$ cat src/rtl/pk_stream_pkg.sv
// Shared constants and helpers for the public-key stream reader.
// Derives memory depth, address width and beats per word; defines the FSM encoding.
package pk_stream_pkg;

    typedef logic [1:0] state_t;

    localparam state_t ST_IDLE  = 2'd0;
    localparam state_t ST_FETCH = 2'd1;
    localparam state_t ST_DRAIN = 2'd2;
    localparam state_t ST_DONE  = 2'd3;

    function automatic int depth_f(input int l, input int k, input int n);
        return (l * k) / n;
    endfunction

    // Bit width needed to index 'count' items, never below one bit.
    function automatic int clogb_f(input int count);
        return (count > 1) ? $clog2(count) : 1;
    endfunction

    function automatic int beats_f(input int n, input int m, input int out_w);
        return (n * m) / out_w;
    endfunction

endpackage

$ cat src/rtl/pk_word_serializer.sv
// Two-entry word buffer feeding a registered OUT_W-bit valid/ready stage.
// Words are split LSB-first into W/OUT_W beats; a word leaves the buffer when its last beat is loaded.
module pk_word_serializer
    import pk_stream_pkg::*;
#(
    parameter int W     = 40,
    parameter int OUT_W = 8
) (
    input  logic             clk_i,
    input  logic             rst_i,
    input  logic             push_i,
    input  logic             push_last_i,
    input  logic [W-1:0]     word_i,
    input  logic             out_ready_i,
    output logic [1:0]       occ_o,
    output logic             out_valid_o,
    output logic [OUT_W-1:0] out_data_o,
    output logic             out_last_o
);

    localparam int R  = W / OUT_W;
    localparam int BW = clogb_f(R);
    localparam logic [BW-1:0] BEAT_LAST = BW'(R - 1);

    logic [W-1:0]          word_buf_q [2];
    logic                  last_buf_q [2];
    logic                  wr_ptr_q;
    logic                  rd_ptr_q;
    logic [1:0]            cnt_q;
    logic [1:0]            cnt_d;
    logic [BW-1:0]         beat_q;
    logic                  out_valid_q;
    logic [OUT_W-1:0]      out_data_q;
    logic                  out_last_q;

    logic [W-1:0]          head_word_s;
    logic                  head_last_s;
    logic [R-1:0][OUT_W-1:0] beats_s;
    logic                  avail_s;
    logic                  load_s;
    logic                  beat_is_last_s;
    logic                  pop_s;

    // An empty buffer forwards the word arriving this cycle so the first beat costs no extra cycle.
    always_comb begin
        head_word_s = word_i;
        head_last_s = push_last_i;
        if (cnt_q != 2'd0) begin
            head_word_s = word_buf_q[rd_ptr_q];
            head_last_s = last_buf_q[rd_ptr_q];
        end else begin
            head_word_s = word_i;
            head_last_s = push_last_i;
        end
    end

    assign beats_s        = head_word_s;
    assign avail_s        = (cnt_q != 2'd0) || push_i;
    assign load_s         = avail_s && (!out_valid_q || out_ready_i);
    assign beat_is_last_s = (beat_q == BEAT_LAST);
    assign pop_s          = load_s && beat_is_last_s;
    assign cnt_d          = 2'(cnt_q + 2'(push_i) - 2'(pop_s));

    // Buffer storage, pointers, beat index and the registered stream stage.
    always_ff @(posedge clk_i or posedge rst_i) begin
        if (rst_i) begin
            word_buf_q  <= '{default: '0};
            last_buf_q  <= '{default: 1'b0};
            wr_ptr_q    <= 1'b0;
            rd_ptr_q    <= 1'b0;
            cnt_q       <= 2'd0;
            beat_q      <= '0;
            out_valid_q <= 1'b0;
            out_data_q  <= '0;
            out_last_q  <= 1'b0;
        end else begin
            if (push_i) begin
                word_buf_q[wr_ptr_q] <= word_i;
                last_buf_q[wr_ptr_q] <= push_last_i;
                wr_ptr_q             <= ~wr_ptr_q;
            end
            if (pop_s) begin
                rd_ptr_q <= ~rd_ptr_q;
            end
            cnt_q <= cnt_d;
            if (load_s) begin
                beat_q      <= beat_is_last_s ? '0 : BW'(beat_q + 1'b1);
                out_valid_q <= 1'b1;
                out_data_q  <= beats_s[beat_q];
                out_last_q  <= head_last_s && beat_is_last_s;
            end else if (out_ready_i) begin
                out_valid_q <= 1'b0;
                out_last_q  <= 1'b0;
            end
        end
    end

    assign occ_o       = cnt_q;
    assign out_valid_o = out_valid_q;
    assign out_data_o  = out_data_q;
    assign out_last_o  = out_last_q;

endmodule

$ cat src/rtl/pk_stream_reader.sv
// Sweeps the systemizer public-key memory and streams it out as OUT_W-bit beats.
// Optional PK_STREAM_READER_CHECKSUM_EN adds a running XOR of all transferred beats.
module pk_stream_reader
    import pk_stream_pkg::*;
#(
    parameter  int N     = 20,
    parameter  int M     = 2,
    parameter  int L     = 200,
    parameter  int K     = 400,
    parameter  int OUT_W = 8,
    localparam int DEPTH = depth_f(L, K, N),
    localparam int AW    = clogb_f(DEPTH)
) (
    input  logic             clk_i,
    input  logic             rst_i,
    input  logic             start_i,
    output logic             busy_o,
    output logic             done_o,
    output logic             rd_en_o,
    output logic [AW-1:0]    rd_addr_o,
    input  logic [N*M-1:0]   rd_data_i,
    output logic [OUT_W-1:0] out_data_o,
    output logic             out_valid_o,
    input  logic             out_ready_i,
    output logic             out_last_o
`ifdef PK_STREAM_READER_CHECKSUM_EN
    ,
    output logic [OUT_W-1:0] checksum_o
`endif
);

    localparam logic [AW-1:0] ADDR_LAST = AW'(DEPTH - 1);

    state_t          state_q;
    state_t          state_d;
    logic [AW-1:0]   rd_addr_q;
    logic [AW-1:0]   rd_addr_d;
    logic            inflight_q;
    logic            inflight_last_q;

    logic [1:0]       occ_s;
    logic             start_ok_s;
    logic             rd_en_s;
    logic             last_issue_s;
    logic             xfer_s;
    logic             xfer_last_s;
    logic             out_valid_s;
    logic             out_last_s;
    logic [OUT_W-1:0] out_data_s;

    assign start_ok_s   = start_i && ((state_q == ST_IDLE) || (state_q == ST_DONE));
    // Buffered words plus the read in flight may never exceed the two buffer slots.
    assign rd_en_s      = (state_q == ST_FETCH) && (({1'b0, occ_s} + {2'b00, inflight_q}) < 3'd2);
    assign last_issue_s = rd_en_s && (rd_addr_q == ADDR_LAST);
    assign xfer_s       = out_valid_s && out_ready_i;
    assign xfer_last_s  = xfer_s && out_last_s;

    // Sweep sequencing.
    always_comb begin
        state_d = state_q;
        case (state_q)
            ST_IDLE: begin
                if (start_ok_s) state_d = ST_FETCH;
                else            state_d = ST_IDLE;
            end
            ST_FETCH: begin
                if (last_issue_s) state_d = ST_DRAIN;
                else              state_d = ST_FETCH;
            end
            ST_DRAIN: begin
                if (xfer_last_s && (occ_s == 2'd0) && !inflight_q) state_d = ST_DONE;
                else                                               state_d = ST_DRAIN;
            end
            ST_DONE: begin
                if (start_ok_s) state_d = ST_FETCH;
                else            state_d = ST_IDLE;
            end
            default: state_d = ST_IDLE;
        endcase
    end

    // Address advances per issued read and parks on the final address.
    always_comb begin
        rd_addr_d = rd_addr_q;
        if (start_ok_s) begin
            rd_addr_d = '0;
        end else if (rd_en_s && !last_issue_s) begin
            rd_addr_d = AW'(rd_addr_q + 1'b1);
        end else begin
            rd_addr_d = rd_addr_q;
        end
    end

    // FSM, address counter and one-deep read-latency tracking.
    always_ff @(posedge clk_i or posedge rst_i) begin
        if (rst_i) begin
            state_q         <= ST_IDLE;
            rd_addr_q       <= '0;
            inflight_q      <= 1'b0;
            inflight_last_q <= 1'b0;
        end else begin
            state_q         <= state_d;
            rd_addr_q       <= rd_addr_d;
            inflight_q      <= rd_en_s;
            inflight_last_q <= last_issue_s;
        end
    end

    pk_word_serializer #(
        .W     (N * M),
        .OUT_W (OUT_W)
    ) u_ser (
        .clk_i       (clk_i),
        .rst_i       (rst_i),
        .push_i      (inflight_q),
        .push_last_i (inflight_last_q),
        .word_i      (rd_data_i),
        .out_ready_i (out_ready_i),
        .occ_o       (occ_s),
        .out_valid_o (out_valid_s),
        .out_data_o  (out_data_s),
        .out_last_o  (out_last_s)
    );

`ifdef PK_STREAM_READER_CHECKSUM_EN
    logic [OUT_W-1:0] checksum_q;
    logic [OUT_W-1:0] checksum_d;

    // Running XOR; cleared by an accepted start, untouched between sweeps.
    always_comb begin
        checksum_d = checksum_q;
        if (start_ok_s) begin
            checksum_d = '0;
        end else if (xfer_s) begin
            checksum_d = checksum_q ^ out_data_s;
        end else begin
            checksum_d = checksum_q;
        end
    end

    // Checksum register.
    always_ff @(posedge clk_i or posedge rst_i) begin
        if (rst_i) begin
            checksum_q <= '0;
        end else begin
            checksum_q <= checksum_d;
        end
    end

    assign checksum_o = checksum_q;
`endif

    assign busy_o      = (state_q == ST_FETCH) || (state_q == ST_DRAIN);
    assign done_o      = (state_q == ST_DONE);
    assign rd_en_o     = rd_en_s;
    assign rd_addr_o   = rd_addr_q;
    assign out_valid_o = out_valid_s;
    assign out_data_o  = out_data_s;
    assign out_last_o  = out_last_s;

endmodule

$ cat config.mk
export PLATFORM = sky130hd
export DESIGN_NAME = pk_stream_reader
export DESIGN_NICKNAME = d
export VERILOG_FILES = /design/src/rtl/pk_stream_pkg.sv /design/src/rtl/pk_word_serializer.sv /design/src/rtl/pk_stream_reader.sv
export SDC_FILE = /design/constraint.sdc
export NUM_CORES = 1
export LEC_CHECK = 0
export CORE_MARGIN = 2
export CORE_UTILIZATION = 35
export DETAILED_ROUTE_END_ITERATION = 7
export HOLD_SLACK_MARGIN = 0.03
export PLACE_DENSITY_LB_ADDON = 0.15
export SETUP_SLACK_MARGIN = 0.02
export SLEW_MARGIN = 15
export SYNTH_ARGS = -nofsm -noshare
export SYNTH_HDL_FRONTEND = slang
export SYNTH_HIERARCHICAL = 1
export SYNTH_SLANG_ARGS = --single-unit
$ cat constraint.sdc
create_clock -name clk_i -period 3.23 [get_ports clk_i]
set_input_delay 0.4845 -clock clk_i [delete_from_list [all_inputs] [get_ports clk_i]]
set_output_delay 0.4845 -clock clk_i [all_outputs]
set_load 0.01 [all_outputs]
; ---- Yosys cells after proc, flatten, opt, wreduce, memory -nomap -nowiden
; Index checks and enable logic that the tools add are counted.
[op_classes]
mux = 26
n_lt_le_gt_ge = 5
n_eq_ne = 5
bitwise_logic = 4
addsub = 5
shifts = 0
n_mul = 0
div = 0
n_reduce_logical = 25
[op_table]
columns = op, n
row1 = $mux W40, 5
row2 = $bwmux W80, 1
row3 = $demux W40 S1, 1
row4 = $bmux W8 S3, 1
row5 = $mux W12, 2
row6 = $add A12 B1 Y12 const B, 1
row7 = $eq A12 B12 Y1 const B, 1
row8 = $logic_and A1 B1 Y1, 12
row9 = $mux W1, 10
row10 = $mux W8, 1
row11 = $pmux W2 S3, 1
row12 = $reduce_bool A2 Y1, 3
row13 = $eq A2 B2 Y1 const B, 2
row14 = $ge A2 B2 Y1 const B, 2
row15 = $logic_not A2 Y1, 2
row16 = $logic_or A1 B1 Y1, 4
row17 = $lt A3 B4 Y1 const B, 1
row18 = $not A1 Y2, 2
row19 = $add A2 B1 Y3, 1
row20 = $add A3 B1 Y3 const B, 1
row21 = $eq A3 B3 Y1 const B, 1
row22 = $logic_not A1 Y1, 3
row23 = $lt A3 B2 Y1 const B, 1
row24 = $mux W3, 1
row25 = other kinds (9), 10
[word_totals]
rom_bits = 0
memories = 0
ramBits = 0
regBits = 115
word_cells = 85
latchBits = 0
output_inout_bits = 25

; ---- Longest topological paths before layout
; Gate-level depths: netlist (run 1).
[depth]
ltp_word = 8
depth_mapped = 11
depth_no_buf = 9

; ---- Hierarchy
; The synthesis (run 1) kept the hierarchy.
[by_module_without_submodules]
columns = module, cells_each, n_inst, area_each_um2, seq_area_each_um2
row1 = pk_word_serializer, 366, 1, 4887.2, 2477.4
row2 = pk_stream_reader, 93, 1, 884.6, 400.4

; ---- Worst setup path after synthesis (run 1)
; OpenSTA, ideal clock, no wires.
[synth_path]
path_kind = reg2reg
start = reg u_ser.cnt_q[0], in the netlist u_ser/occ_o[0]
end = reg u_ser.cnt_q[1], in the netlist u_ser/occ_o[1]
path_slack_ps = 1085
arrival_ps = 2022
path_stages_with_launch = 11
required_time_ps = 3107
setup_time_ps = 123
cell_sequence = dfrtp_1 or2_2 buf_2 buf_2 o21ai_4 nor2_1 ha_1 inv_1 ha_1 xnor2_1 xnor2_1
[synth_via]
elab_chain_cells = 5
elab_cells_between_ends = 6
cone_classes = 2 x add/sub / 4 x reduce/logical
[synth_lines]
columns = element, line
row1 = from (decl), pk_word_serializer.sv:29  ; logic [1:0] cnt_q;
row2 = from (signal assigned), pk_word_serializer.sv:85  ; cnt_q <= cnt_d;
row3 = $reduce_bool A2 Y1, pk_word_serializer.sv:58  ; assign avail_s = (cnt_q != 2'd0) || push_i;
row4 = $logic_or A1 B1 Y1, pk_word_serializer.sv:58
row5 = $logic_and A1 B1 Y1, pk_word_serializer.sv:59  ; assign load_s = avail_s && (!out_valid_q || out_ready_i);
row6 = $logic_and A1 B1 Y1, pk_word_serializer.sv:61  ; assign pop_s = load_s && beat_is_last_s;
row7 = named net u_ser.pop_s, pk_word_serializer.sv:42  ; logic pop_s;
row8 = $sub A2 B1 Y2, pk_word_serializer.sv:62  ; assign cnt_d = 2'(cnt_q + 2'(push_i) - 2'(pop_s));
row9 = named net u_ser.cnt_d[1], pk_word_serializer.sv:30  ; logic [1:0] cnt_d;
; The timed path passes the listed nets, and every way through them passes these cells.
; A chain may end at the register's enable or synchronous reset.

; ---- Worst setup path after layout (run 1)
[layout_path]
start = reg state_q[1]
end = out rd_en_o
[layout_via]
elab_chain_cells = 2
[layout_lines]
columns = element, line
row1 = from (decl), pk_stream_reader.sv:34  ; state_t state_q;
row2 = from (signal assigned), pk_stream_reader.sv:102  ; state_q <= state_d;
row3 = $eq A2 B1 Y1, pk_stream_reader.sv:53  ; assign rd_en_s = (state_q == ST_FETCH) && (({1'b0, occ_s} + {2'b00, inflight_q}) < 3'd2);
row4 = $logic_and A1 B1 Y1, pk_stream_reader.sv:53
row5 = to (decl), pk_stream_reader.sv:19  ; output logic rd_en_o,
; Every way passes these cells.

==> results by group, run 1 <==
Timing
  – Number of pins with negative max-slew slack in the final report: 0
  – Time the final worst path needs with I/O delays and setup: about 2.7 ns
  – Worst-case setup margin in the final layout: 0.488 ns
  – Final-layout setup total negative slack: 0 ns
  – Final Hold Vio Count: 0
  – Max-slew headroom: 0.499
  – Fin Clk Skew: around 0.014 ns
  – Worst Tran Pin Value: between 0.7 and 0.8 ns
  – Post-route clock period utilization: 0.849
  – Endpoints failing setup: 0
  – F_max: approximately 0.36 GHz
  – Setup repair after global routing missed its margin: no
  – Final hold slack: between 0.4 and 0.5 ns

GRT
  – Global-route wire length before repair: 22400 um
  – Total GRT Usage: 0.165
  – Vias in the first global route: around 4200
  – Largest net degree at the start of global routing: 52
  – Total overflow reported by the global router: 0
  – Initial antenna violation count: 0

Synthesis
  – Async set or reset register ratio after synthesis: 1.00
  – Top area cells in the synthesized netlist: sky130_fd_sc_hd__dfrtp_1 50%, sky130_fd_sc_hd__mux2_2 17%, sky130_fd_sc_hd__mux2i_1 4.3%
  – Synth warn: 6
  – EDFF count, synth: 0
  – Area share of the leading cell type in the synthesized netlist: 0.499
  – Avg Synthesized Cell Area: 12.6 um2
  – Number of nets produced by synthesis: 511
  – Sequential share of the synthesized area: 0.499
  – Primary FF master, synth: sky130_fd_sc_hd__dfrtp_1
  – Number of unique standard cell types used by synthesis: 51
  – Synth area leader: sky130_fd_sc_hd__dfrtp_1
  – Post-synth design cell area: 5770 um2
  – Synthesized instance count: 459
  – FF+latch count, synth: 115

Critical path
  – Launching element of the worst setup path: state_q[1]
  – Signal arrival time at the worst endpoint: 2.26 ns
  – Class of the most critical setup path: flip-flop to output port
  – Required @ worst endpoint: 2.75 ns
  – Depth of the worst register-to-register path: 5
  – Capture instance of the worst register-to-register path: u_ser/out_data_o[7]
  – Largest fanout of any net on the critical path: 6
  – Setup slack of the most critical reg-to-reg path: 0.86 ns
  – Critical Path Source Type: flip-flop
  – Launching point of the worst reg2reg path: u_ser/rd_ptr_q
  – Kind of end point of the critical path: output port

Clocking
  – Clock tree root buffer cell: sky130_fd_sc_hd__clkbuf_16
  – Number of buffers on the longest clock path: 2
  – Post-CTS sizing: 0
  – Clock slew seen by the registers of the worst setup and hold paths: around 0.060 ns
  – Hold bufs inserted after CTS: 0
  – CTS sink count: 115
  – H-tree levels: 4
  – Clock latency reported for the late side of the worst-skew pair: around 0.42 ns
  – Post-CTS setup repair buffer count: 0
  – CTS tree: yes
  – CTS buffer count: 17

Worst hold path
  – Critical hold path startpoint: u_ser/wr_ptr_q
  – Tightest Hold Check Type: flip-flop to flip-flop
  – Worst Hold Endpoint: u_ser/wr_ptr_q
  – Hold path cells: 1

Run
  – Maximum Capacitance Violations: 0

Run status
  – Outcome: finished clean

Floorplanning
  – DIE HEIGHT: 132 um
  – Cell Rows: 46
  – Die extent in x: 132 um
  – Area of the die: between 15000 and 20000 um2
  – IO Count: a little under 70
  – Effective utilization at floorplan: 0.361
  – Core region area: 16000 um2

Pwr
  – Largest voltage drop on the vdd net: between 0.4 and 0.5 mV
  – Power Dens Cells: 1040 nW/um2
  – Static leakage: approximately 3.1 nW

Place
  – # port buffers: between 60 and 70
  – Half-perimeter wire length after placement: 9340 um
  – Final weighted congestion in routability-driven placement: 0.797
  – Place WS: 0.747 ns
  – Inst Count DP: 728

Drt
  – Detailed Routing Iterations Pass 1: 4
  – Total number of vias: ~3900
  – Post-DR vias/cell: 5.16
  – # DRC: 0
  – Wire length reported by the detailed router: 13900 um
  – Number of design-rule violations left by the first detailed-router iteration: 177
  – Antenna-violating nets left: 0
  – Average wire per standard cell: around 18 um

Layout
  – Share of post-route cells with drive strength above 1: 0.283
  – Layout net count: approximately 580
  – Area growth from synthesis to layout: 26.5%
  – Count of antenna diodes in the layout: 0
  – Cell Count, Final, Fillers Out: 760
-- critical path, stage by stage, from the launching register on --
cell	delay, ns
sky130_fd_sc_hd__dfrtp_1	0.39
sky130_fd_sc_hd__inv_1	0.06
sky130_fd_sc_hd__ha_1	0.16
sky130_fd_sc_hd__nor2b_1	0.35
sky130_fd_sc_hd__and2_1	0.30
sky130_fd_sc_hd__clkdlybuf4s50_1	0.57
-- state kept, by name, summed over array words and instances, names as in the netlist --
register	cells
u_ser/rd_ptr_q	1
u_ser/occ_o	2
u_ser/beat_q	3
u_ser/last_buf_q	2
rd_addr_o	12
inflight_q	1
u_ser/out_valid_o	1
u_ser/word_buf_q	80
inflight_last_q	1
u_ser/out_last_o	1
u_ser/out_data_o	8
state_q	2
u_ser/wr_ptr_q	1
-- metrics by stage --
stage               instance area [um2]  total power, W   util
floorplan                          5770         0.00476      -
global placement                   6660         0.00553  0.416
detailed placement                 6660         0.00563  0.416
CTS                                7300         0.00767  0.456
global route                       7300         0.00804  0.456
finish                             7300         0.00758  0.456
-- logic make-up (layout without fill, tap and decap cells) --
logic type / Yosys count / after routing / synth area share
flip-flops: 115 / 115 / 0.499
AO/OA/AOI/OAI: 71 / 71 / 0.0904
AND/OR/NAND/NOR: 87 / 87 / 0.0767
buffers and inverters: 41 / 126 / 0.0364
XOR/XNOR: 5 / 5 / 0.00759
multiplexers: 132 / 132 / 0.273
adder cells (fa/ha/maj): 8 / 8 / 0.0173
-- final cells by class --
cell class                 count  area [um2]
fill                        1499        8700
sequential                   115        2880
multi-input combinational    303        2690
timing repair buffer          80         771
clock buffer                  23         488
tap                          216         270
clock inverter                 9         150
inverter                      14        55.1
-- synth_stat cells, types with 3 or more instances --
cell type,n
sky130_fd_sc_hd__o21ai_0,5
sky130_fd_sc_hd__o31ai_1,12
sky130_fd_sc_hd__xor2_1,3
sky130_fd_sc_hd__a31oi_1,4
sky130_fd_sc_hd__nor2_1,23
sky130_fd_sc_hd__nand4_1,4
sky130_fd_sc_hd__a21oi_1,16
sky130_fd_sc_hd__buf_6,4
sky130_fd_sc_hd__o211ai_1,8
sky130_fd_sc_hd__nor3_1,3
sky130_fd_sc_hd__a41o_1,3
sky130_fd_sc_hd__mux2_2,87
sky130_fd_sc_hd__mux2_4,8
sky130_fd_sc_hd__dfrtp_1,115
sky130_fd_sc_hd__inv_1,13
sky130_fd_sc_hd__clkbuf_1,5
sky130_fd_sc_hd__buf_1,7
sky130_fd_sc_hd__mux4_2,8
sky130_fd_sc_hd__o311ai_1,8
sky130_fd_sc_hd__nand3_1,3
sky130_fd_sc_hd__a2111oi_0,9
sky130_fd_sc_hd__mux2i_1,25
sky130_fd_sc_hd__mux2_1,4
sky130_fd_sc_hd__nand2b_1,4
sky130_fd_sc_hd__or4_1,4
sky130_fd_sc_hd__nand2_1,27
sky130_fd_sc_hd__ha_1,8
sky130_fd_sc_hd__buf_2,9
-- placed cells by master, fill, tap and decap left out, types with 5 or more instances in the layout --
| cell type | n |
|---|---|
| sky130_fd_sc_hd__o21ai_0 | 5 |
| sky130_fd_sc_hd__mux2_2 | 87 |
| sky130_fd_sc_hd__o211ai_1 | 8 |
| sky130_fd_sc_hd__mux4_2 | 8 |
| sky130_fd_sc_hd__nor2_1 | 23 |
| sky130_fd_sc_hd__a21oi_1 | 16 |
| sky130_fd_sc_hd__buf_4 | 12 |
| sky130_fd_sc_hd__o31ai_1 | 12 |
| sky130_fd_sc_hd__inv_1 | 12 |
| sky130_fd_sc_hd__mux2_4 | 8 |
| sky130_fd_sc_hd__o311ai_1 | 8 |
| sky130_fd_sc_hd__clkdlybuf4s50_1 | 68 |
| sky130_fd_sc_hd__dfrtp_1 | 114 |
| sky130_fd_sc_hd__ha_1 | 8 |
| sky130_fd_sc_hd__a2111oi_0 | 9 |
| sky130_fd_sc_hd__clkbuf_16 | 17 |
| sky130_fd_sc_hd__nand2_1 | 27 |
| sky130_fd_sc_hd__mux2i_1 | 25 |
-- worst max-delay path by stage --
| stage | endpoint |
|---|---|
| 2_1_floorplan | u_ser/beat_q[0] |
| 3_3_place_gp | u_ser/out_data_o[7] |
| 3_5_place_dp | u_ser/occ_o[1] |
| 4_1_cts | rd_en_o |
| 5_1_grt | rd_en_o |
| 6_report | rd_en_o |
-- where the power goes --
group / switching (W) / total (W) / internal, W
combinational: 0.00134 / 0.00297 / 0.00163
sequential: 0.000486 / 0.00260 / 0.00211
clock: 0.000643 / 0.00201 / 0.00137
total: 0.00247 / 0.00758 / 0.00511
-- layer usage --
| layer | GRT usage | share of wire | routed length [um] | up-vias |
|---|---|---|---|---|
| li1 | - | - | - | 1856 |
| met5 | 0 | 0 | 0 | - |
| met3 | 0.0479 | 0.043 | 591 | 13 |
| met4 | 0.0573 | 0.011 | 159 | 0 |
| met2 | 0.268 | 0.49 | 6830 | 81 |
| met1 | 0.212 | 0.45 | 6320 | 1971 |
(Power assumes the default switching activity.)
==> inputs of run 2 (changes only) <==
==> constraint.sdc (replaced) <==
create_clock -name clk_i -period 2.2 [get_ports clk_i]
set_input_delay 0.33 -clock clk_i [delete_from_list [all_inputs] [get_ports clk_i]]
set_output_delay 0.33 -clock clk_i [all_outputs]
set_load 0.01 [all_outputs]
==> run 2 against run 1 <==
Utilization is 0.39 points higher. Worst setup slack worse by 0.36 ns. Via count is 4.2% higher. Critical path type unchanged. Critical endpoint is now busy_o.
==> results by group, run 2 (synthesis gave the netlist of run 1 again) <==
Layout
  – Most frequent cells in the layout: 114 x sky130_fd_sc_hd__dfrtp_1, 87 x sky130_fd_sc_hd__mux2_2, 67 x sky130_fd_sc_hd__clkdlybuf4s50_1, 27 x sky130_fd_sc_hd__nand2_1, 25 x sky130_fd_sc_hd__mux2i_1 (was 114 x sky130_fd_sc_hd__dfrtp_1, 87 x sky130_fd_sc_hd__mux2_2, 68 x sky130_fd_sc_hd__clkdlybuf4s50_1, 27 x sky130_fd_sc_hd__nand2_1, 25 x sky130_fd_sc_hd__mux2i_1)
  – Register with the highest flop count: u_ser/word_buf_q (unchanged)
  – Area growth from synthesis to layout: 27.6% (was 26.5%)
  – Share of post-route cells with drive strength above 1: 0.297 (was 0.283)
  – Count of antenna diodes in the layout: 0 (unchanged)
  – Layout net count: 595 (was 583)
  – Cell Count, Final, Fillers Out: 772 (was 760)
  – Most frequent standard cell in the layout excluding fill and tap cells: sky130_fd_sc_hd__dfrtp_1 (unchanged)
  – Number of flip-flops under the largest register name: 80 (unchanged)

GRT
  – Met1 layer usage reported by global route: 0.220 (was 0.212)
  – Global-route layer with the greatest usage: met2 (unchanged)
  – Met3 GRT Util: 0.0429 (was 0.0479)
  – Total GRT Usage: 0.173 (was 0.165)
  – Vias in the first global route: 4274 (was 4247)
  – Total overflow reported by the global router: 0 (unchanged)
  – Initial antenna violation count: 0 (unchanged)
  – Global-route wire length before repair: 23400 um (was 22400 um)
  – Global Route met2 Usage: 0.283 (was 0.268)
  – Largest net degree at the start of global routing: 53 (was 52)

Timing
  – Max-slew headroom: 0.469 (was 0.499)
  – Post-route clock period utilization: 0.940
  – F_max: 0.483 GHz
  – Endpoints failing setup: 0 (unchanged)
  – Fin Clk Skew: 0.00824 ns (was 0.0143 ns)
  – Setup repair after global routing missed its margin: no (unchanged)
  – Worst-case setup margin in the final layout: 0.131 ns (was 0.488 ns)
  – Worst Tran Pin Value: 0.791 ns (was 0.745 ns)
  – Number of pins with negative max-slew slack in the final report: 0 (unchanged)
  – Final Hold Vio Count: 0 (unchanged)
  – Final-layout setup total negative slack: 0 ns (unchanged)
  – Time the final worst path needs with I/O delays and setup: 2.07 ns
  – Final hold slack: 0.299 ns (was 0.482 ns)

Critical path
  – Worst-path cell with the longest stage delay: sky130_fd_sc_hd__clkdlybuf4s50_1 (unchanged)
  – Depth of the worst register-to-register path: 5 (unchanged)
  – Worst-path cell chain: inv_1, ha_1, inv_1, clkdlybuf4s50_1 (was inv_1, ha_1, nor2b_1, and2_1, clkdlybuf4s50_1)
  – Launching point of the worst reg2reg path: u_ser/beat_q[0] (was u_ser/rd_ptr_q)
  – Critical Path Source Type: flip-flop (unchanged)
  – Largest fanout of any net on the critical path: 3 (was 6)
  – CP max stage delay: 0.52 ns (was 0.57 ns)
  – Launching element of the worst setup path: state_q[0] (was state_q[1])
  – Kind of end point of the critical path: output port (unchanged)
  – Class of the most critical setup path: flip-flop to output port (unchanged)
  – Top cell by count, worst path: sky130_fd_sc_hd__inv_1
  – Required @ worst endpoint: 1.87 ns (was 2.75 ns)
  – Signal arrival time at the worst endpoint: 1.74 ns (was 2.26 ns)

Clocking
  – CTS tree: yes (unchanged)
  – CTS sink count: 115 (unchanged)
  – Number of buffers on the longest clock path: 2 (unchanged)
  – CTS buffer count: 17 (unchanged)
  – Clock slew seen by the registers of the worst setup and hold paths: 0.05 ns (was 0.06 ns)
  – Hold bufs inserted after CTS: 0 (unchanged)
  – Clock latency reported for the late side of the worst-skew pair: 0.41 ns (was 0.42 ns)
  – H-tree levels: 4 (unchanged)
  – Clock tree root buffer cell: sky130_fd_sc_hd__clkbuf_16 (unchanged)

Pwr
  – Combinational group share of total power: 0.427 (was 0.392)
  – Power Dens Cells: 1510 nW/um2 (was 1040 nW/um2)
  – Static leakage: 3.13 nW (was 3.08 nW)
  – Largest voltage drop on the vdd net: 0.677 mV (was 0.415 mV)
  – Switching share of total power: 0.334 (was 0.326)
  – Reported net switching power: 0.00371 W (was 0.00247 W)
  – Clock power share: 0.241 (was 0.265)
  – Cell Int Power: 0.00741 W (was 0.00511 W)
  – Sequential fraction of design power: 0.332 (was 0.343)

Floorplanning
  – Area of the die: 17500 um2 (unchanged)
  – Die extent in x: 132 um (unchanged)
  – Effective utilization at floorplan: 0.361 (unchanged)
  – Core region area: 16000 um2 (unchanged)
  – DIE HEIGHT: 132 um (unchanged)
  – Cell Rows: 46 (unchanged)
  – IO Count: 69 (unchanged)

Place
  – # port buffers: 68 (unchanged)
  – Final weighted congestion in routability-driven placement: 0.776 (was 0.797)
  – Inst Count DP: 740 (was 728)
  – Half-perimeter wire length after placement: 9880 um (was 9340 um)
  – Place WS: 0.104 ns (was 0.747 ns)

Worst hold path
  – Tightest Hold Check Type: input pin to asynchronous set/reset pin (was flip-flop to flip-flop)

Drt
  – Total number of vias: 4087 (was 3921)
  – # DRC: 0 (unchanged)
  – Number of design-rule violations left by the first detailed-router iteration: 171 (was 177)
  – Average wire per standard cell: 18.5 um (was 18.3 um)
  – Antenna-violating nets left: 0 (unchanged)
  – Wire length reported by the detailed router: 14300 um (was 13900 um)
  – Post-DR vias/cell: 5.29 (was 5.16)
  – Detailed Routing Iterations Pass 1: 4 (unchanged)

Run
  – Maximum Capacitance Violations: 0 (unchanged)

Run status
  – Outcome: finished clean (unchanged)
-- run 2: cell types whose count changed in the layout (fill, tap and decap cells not counted), moves of 2 or more --
cell / previous run / this run
sky130_fd_sc_hd__buf_4: 12 / 22
sky130_fd_sc_hd__clkbuf_8: 4 / 7
sky130_fd_sc_hd__clkbuf_1: 2 / 5
sky130_fd_sc_hd__buf_12: 0 / 2
sky130_fd_sc_hd__bufinv_16: 4 / 1
-- run 2: final timing paths --
path,to,slack [ns]
hold reg to reg,u_ser/wr_ptr_q,0.49
max in group asynchronous,u_ser/word_buf_q[10],1.28
hold / removal,u_ser/out_last_o,0.30
min in group clk_i,u_ser/wr_ptr_q,0.49
setup reg to reg,u_ser/out_data_o[3],0.16
setup / recovery,busy_o,0.13
-- run 2: area by class of cell --
cell class	instances	area [um2]
tap	216	270
fill	1514	8640
timing repair buffer	92	885
sequential	115	2880
clock inverter	3	40.0
clock buffer	29	541
inverter	14	56.3
multi-input combinational	303	2690
-- run 2: what timing repair did --
item,4_1_cts,5_1_grt
resized for setup,4,0
endpoints found under the setup margin,1,0
buffers inserted,0,0
-- run 2: routing by layer --
layer | share of wire | routed length [um] | vias to the layer above
met5 | 0 | 0 | -
met4 | 0.020 | 278 | 0
met3 | 0.035 | 492 | 18
met2 | 0.49 | 7010 | 87
met1 | 0.45 | 6470 | 2109
li1 | - | - | 1873
-- run 2: worst max-delay path, delay by kind of cell, from the launching register on --
kind / cells / cell delay [ns]
flip-flops: 1 / 0.37
buffers and inverters: 3 / 0.63
adder cells (fa/ha/maj): 1 / 0.32
-- run 2: per-stage QoR --
stage | instance area, um2 | power (W) | util
after global placement | 6780 | 0.00838 | 0.424
after floorplan | 5780 | 0.00700 | -
after detailed placement | 6780 | 0.00852 | 0.424
after global routing | 7360 | 0.0118 | 0.460
after CTS | 7360 | 0.0112 | 0.460
final | 7360 | 0.0111 | 0.460
-- run 2: power by group through the flow --
stage	combinational [W]	sequential, W	clock, W
final	0.00475	0.00370	0.00268
after global routing	0.00518	0.00381	0.00284
after CTS	0.00482	0.00369	0.00273
after detailed placement	0.00480	0.00372	0
after global placement	0.00471	0.00367	0
after floorplan	0.00339	0.00361	0
